==> src/rtl/tb4004_timing_pkg.sv <==
// Shared timing definitions for the TB4004 core: phase and sequencer state
// encodings plus the default divider speed constants.
package tb4004_timing_pkg;

    localparam int          DIV_W_DEF = 24;
    localparam int          CYC_W_DEF = 16;
    localparam logic [23:0] SPEED_MAX0 = 24'd3;
    localparam logic [23:0] SPEED_MAX1 = 24'd99;
    localparam logic [23:0] SPEED_MAX2 = 24'd99_999;
    localparam logic [23:0] SPEED_MAX3 = 24'd9_999_999;

    typedef enum logic [2:0] {
        PH_A1 = 3'd0,
        PH_A2 = 3'd1,
        PH_A3 = 3'd2,
        PH_M1 = 3'd3,
        PH_M2 = 3'd4,
        PH_X1 = 3'd5,
        PH_X2 = 3'd6,
        PH_X3 = 3'd7
    } phase_e;

    typedef enum logic [1:0] {
        IDLE  = 2'd0,
        RUN   = 2'd1,
        STEP  = 2'd2,
        DRAIN = 2'd3
    } state_e;

endpackage

==> src/rtl/cycle_sequencer_tick_divider.sv <==
// Programmable tick divider: while enabled, pulses tick once every max+1 clocks;
// the counter is held cleared while disabled so each enable starts a fresh period.
module tick_divider
    import tb4004_timing_pkg::*;
#(
    parameter int DIV_W = DIV_W_DEF
) (
    input  logic             clk,
    input  logic             rst_n,
    input  logic             en,
    input  logic [DIV_W-1:0] max,
    output logic             tick
);

    logic [DIV_W-1:0] r_count;
    logic             w_hit;

    assign w_hit = (r_count >= max);
    assign tick  = en & w_hit;

    // Period counter: clears on disable or on the tick that ends a period.
    always_ff @(posedge clk or negedge rst_n) begin
        if (!rst_n) begin
            r_count <= {DIV_W{1'b0}};
        end else if (!en) begin
            r_count <= {DIV_W{1'b0}};
        end else if (w_hit) begin
            r_count <= {DIV_W{1'b0}};
        end else begin
            r_count <= r_count + {{(DIV_W-1){1'b0}}, 1'b1};
        end
    end

endmodule

==> src/rtl/cycle_sequencer.sv <==
// Run/stop/single-step controller for the TB4004 instruction cycle; execution
// only ever halts on the X3 -> A1 boundary.
module cycle_sequencer
    import tb4004_timing_pkg::*;
#(
    parameter int               DIV_W = DIV_W_DEF,
    parameter logic [DIV_W-1:0] MAX0  = DIV_W'(SPEED_MAX0),
    parameter logic [DIV_W-1:0] MAX1  = DIV_W'(SPEED_MAX1),
    parameter logic [DIV_W-1:0] MAX2  = DIV_W'(SPEED_MAX2),
    parameter logic [DIV_W-1:0] MAX3  = DIV_W'(SPEED_MAX3),
    parameter int               CYC_W = CYC_W_DEF
) (
    input  logic             clk,
    input  logic             rst_n,
    input  logic             run,
    input  logic             step,
    input  logic [1:0]       speed_sel,
    output logic             tick,
    output logic [2:0]       phase,
    output logic             sync,
    output logic             running,
    output logic [CYC_W-1:0] cyc_cnt
);

    state_e           r_state;
    state_e           w_state_nxt;
    logic             w_load_max;
    logic [DIV_W-1:0] r_max;
    logic [2:0]       r_phase;
    logic [CYC_W-1:0] r_cyc;
    logic             w_en;
    logic             w_tick;
    logic             w_x3_tick;

    function automatic logic [DIV_W-1:0] speed_max(input logic [1:0] sel);
        logic [DIV_W-1:0] v;
        case (sel)
            2'd0:    v = MAX0;
            2'd1:    v = MAX1;
            2'd2:    v = MAX2;
            2'd3:    v = MAX3;
            default: v = MAX0;
        endcase
        return v;
    endfunction

    assign w_en      = (r_state != IDLE);
    assign w_x3_tick = w_tick & (r_phase == PH_X3);

    tick_divider #(
        .DIV_W (DIV_W)
    ) u_div (
        .clk   (clk),
        .rst_n (rst_n),
        .en    (w_en),
        .max   (r_max),
        .tick  (w_tick)
    );

    // Sequencer state register.
    always_ff @(posedge clk or negedge rst_n) begin
        if (!rst_n) begin
            r_state <= IDLE;
        end else begin
            r_state <= w_state_nxt;
        end
    end

    // Next-state: run beats step out of IDLE; STEP and DRAIN finish on the X3 tick.
    always_comb begin
        w_state_nxt = r_state;
        w_load_max  = 1'b0;
        case (r_state)
            IDLE: begin
                if (run) begin
                    w_state_nxt = RUN;
                    w_load_max  = 1'b1;
                end else if (step) begin
                    w_state_nxt = STEP;
                    w_load_max  = 1'b1;
                end else begin
                    w_state_nxt = IDLE;
                end
            end
            RUN: begin
                if (!run) begin
                    w_state_nxt = DRAIN;
                end else begin
                    w_state_nxt = RUN;
                end
            end
            STEP, DRAIN: begin
                if (run) begin
                    w_state_nxt = RUN;
                end else if (w_x3_tick) begin
                    w_state_nxt = IDLE;
                end else begin
                    w_state_nxt = r_state;
                end
            end
            default: begin
                w_state_nxt = IDLE;
            end
        endcase
    end

    // Speed is latched only on leaving IDLE so a cycle never changes pace mid-flight.
    always_ff @(posedge clk or negedge rst_n) begin
        if (!rst_n) begin
            r_max <= MAX0;
        end else if (w_load_max) begin
            r_max <= speed_max(speed_sel);
        end else begin
            r_max <= r_max;
        end
    end

    // Phase advance; pinned to A1 whenever the sequencer is idle.
    always_ff @(posedge clk or negedge rst_n) begin
        if (!rst_n) begin
            r_phase <= PH_A1;
        end else if (r_state == IDLE) begin
            r_phase <= PH_A1;
        end else if (w_tick) begin
            r_phase <= r_phase + 3'd1;
        end else begin
            r_phase <= r_phase;
        end
    end

    // Completed-cycle counter, bumped on the X3 tick and free to wrap.
    always_ff @(posedge clk or negedge rst_n) begin
        if (!rst_n) begin
            r_cyc <= {CYC_W{1'b0}};
        end else if (w_x3_tick) begin
            r_cyc <= r_cyc + {{(CYC_W-1){1'b0}}, 1'b1};
        end else begin
            r_cyc <= r_cyc;
        end
    end

    assign tick    = w_tick;
    assign phase   = r_phase;
    assign sync    = (r_phase == PH_X3);
    assign running = (r_state != IDLE);
    assign cyc_cnt = r_cyc;

endmodule

==> config.mk <==
export PLATFORM = sky130hd
export DESIGN_NAME = cycle_sequencer
export DESIGN_NICKNAME = d
export VERILOG_FILES = /design/src/rtl/tb4004_timing_pkg.sv /design/src/rtl/cycle_sequencer_tick_divider.sv /design/src/rtl/cycle_sequencer.sv
export SDC_FILE = /design/constraint.sdc
export NUM_CORES = 1
export LEC_CHECK = 0
export CAP_MARGIN = 20
export CORE_MARGIN = 1
export CORE_UTILIZATION = 59
export CTS_BUF_LIST = sky130_fd_sc_hd__clkbuf_4
export DETAILED_ROUTE_END_ITERATION = 7
export HOLD_SLACK_MARGIN = 0.15
export PLACE_DENSITY = 0.82
export SYNTH_ARGS = -nofsm -noshare
export SYNTH_HDL_FRONTEND = slang
export SYNTH_HIERARCHICAL = 1
export SYNTH_SLANG_ARGS = --single-unit
==> constraint.sdc <==
create_clock -name clk -period 3.75 [get_ports clk]
set_clock_uncertainty 0.05 [all_clocks]
set_input_delay 0.75 -clock clk [delete_from_list [all_inputs] [get_ports clk]]
set_output_delay 0.75 -clock clk [all_outputs]
set_load 0.05 [all_outputs]
==> results.ini <==
[synth]
synth_warnings=6
yosys_most_used_dff=dfrtp_1
netlist_instances=301
synth_top_area_share_pct=41.7
synth_edf_count=0
synth-seq-cells=49
synth.largest_area_cell=dfrtp_1
syn_area_per_cell_um2=9.76
synth-seq-area-share_pct=41.7
syn_area_mm2=0.00294
synthTopCellsByArea=dfrtp_1, ha_1, xnor2_1
yosysMostFrequentCell=dfrtp_1
ys_types=39
synth_commonest_cells=dfrtp_1, nor2_1, inv_1
synthArstFlopShare_pct=100

[power_and_ir_drop]
power_density_mw_per_mm2=324
p_leak_nw=1.61
p_clk_share_pct=22.8
seqPwrFrac_pct=57.0
total_power_mw=1.09
power_frac_comb_pct=20.2
ir_worst_vdd_mv=0.257
power.internal_mw=0.743
switching_power_mw=0.346
swShare_pct=31.8

[clock_tree]
cts_resized=0
h-tree-depth=2
clock_path_buffers=2
cts.clk_slew.worst_paths_ns=0.14
cts_root_buffer=clkbuf_4
postCtsSetupBuffers=0
cts.sinks=49
cts_tree=built
cts-buffers-inserted=5
ctsHoldBuffers=0
insertion_delay_ns=0.37

[timing]
hold_viol=0
tightest_slew_ns=0.515
maxSlewHeadroom_pct=65.6
drv_slew=0
fin_crit_sh_pct=90.0
setup_viol=0
rsz0062_at_grt=no
clock.fmax_ghz=0.296
finalCriticalPeriod_ns=3.38
tns_ns=0

[die]
pin_count=28
coreArea_mm2=0.00475
start_util_pct=61.8
num_rows=25
die_area_mm2=0.00527
die_height_um=72.6
die_w_um=72.6

[detailed_routing]
viasPerCell=5.26
wl_per_cell_um=13.1
first_pass_iters=4
vias=2151
drt-total-wl_um=5360
drt_iter0_drc=182
route.detailed.drc=0
drtAntennaViolNets=0

[critical_path]
crit_type=reg -> out
cp.required_ns=2.95
cp-end-kind=primary output
arrival_ns=2.58
cp-start-kind=register
cp_max_fo=5

[placement]
dp_hpwl_um=4050
routabilityCongestion=0.775
portBuffers=27

[final_layout]
layout.nets=375
utilization_pct=70.7
area_growth_syn_to_layout_pct=14.5
drive_above_1_share_pct=8.77
num_antenna_cells=0

[run]
cap_violations=0

[worst_hold_path]
hold_path.class=in -> async

[grt]
grt_pass1_vias=1962
grt-ovfl-total=0
antenna_found_initial=0
grt_max_degree=50
grt_pass1_wl_um=9100
track_usage_pct=22.5

[outcome]
status=complete, no violations

kinds of logic (layout without fill, tap and decap cells):
kind of cell	count (synthesis)	after routing	synth area share (%)
simple gates	109	109	20.7
mux	5	5	1.83
xor+xnor	38	38	11.3
fa+ha+maj	28	28	11.9
other cells	2	10	0.256
buf+inv	43	76	6.30
compound gates	27	27	5.92
flops	49	49	41.7
cells in the final DEF, fill, tap and decap left out, types with 3 or more instances in the layout:
cell type	count
o21ai_0	8
xnor2_1	26
nand3_1	10
inv_1	37
clkdlybuf4s50_1	25
nand2_1	20
and3_1	3
dfrtp_1	49
conb_1	10
clkbuf_4	5
nor4_2	3
mux2_2	3
nor3_2	4
xor2_1	12
ha_1	28
and2_1	4
nand4_1	6
nor2_1	39
a21oi_1	11
nor3_1	8
final timing paths:
check | startpoint | to | slack (ns) | cells past startpoint
max | r_max[20] | tick | 0.37 | 8
min | rst_n | u_div/r_count[16] | 0.21 | 1
max reg2reg | r_max[20] | cyc_cnt[7] | 0.66 | 11
min reg2reg | u_div/r_count[0] | u_div/r_count[0] | 0.44 | 1
max in group asynchronous | rst_n | r_state[0] | 2.96 | 2
min in group clk | u_div/r_count[0] | u_div/r_count[0] | 0.44 | 1
power groups by stage:
stage | combinational, mW | sequential (mW) | clock [mW]
global placement | 0.204 | 0.630 | 0
CTS | 0.220 | 0.621 | 0.257
detailed placement | 0.218 | 0.632 | 0
floorplan | 0.163 | 0.618 | 0
finish | 0.220 | 0.621 | 0.248
global route | 0.257 | 0.628 | 0.276
per-layer routing:
metal  vias to the layer above  GRT usage (%)  part of all wire, %
met5                         -              0                    0
met4                         0           5.01                 0.82
met3                         4           4.03                  3.9
met2                        40           35.3                   46
met1                      1040           32.7                   49
li1                       1067              -                    -
registers in the layout, summed over array words and instances (netlist names):
register and flops:
phase 3, u_div/r_count 24, r_state 2, r_max 4
cyc_cnt 16
area by class of cell:
type                       count  area, um^2
inverter                      39         146
clock buffer                   5        37.5
tap                           67        83.8
multi-input combinational    217        1560
fill                         382        1390
sequential                    49        1230
clock inverter                 3        22.5
timing repair buffer          29         290
critical path, cell delays in order, from the launching register on:
cell	delay (ns)
dfrtp_1	0.43
inv_1	0.07
ha_1	0.33
nand4_2	0.17
nor4_4	0.35
nand4_1	0.17
o211ai_1	0.18
and2_1	0.28
buf_4	0.25
stage by stage:
stage	area (um^2)	setup WS, ns	hold WS [ns]	std cells
detailed placement	3280	0.686	0.414	400
global route	3360	0.151	0.219	409
finish	3360	0.375	0.208	409
CTS	3340	0.355	0.439	408
global placement	3280	0.812	0.410	400
floorplan	2970	0.681	0.392	309
No activity file was read; power rests on OpenSTA's default activity.
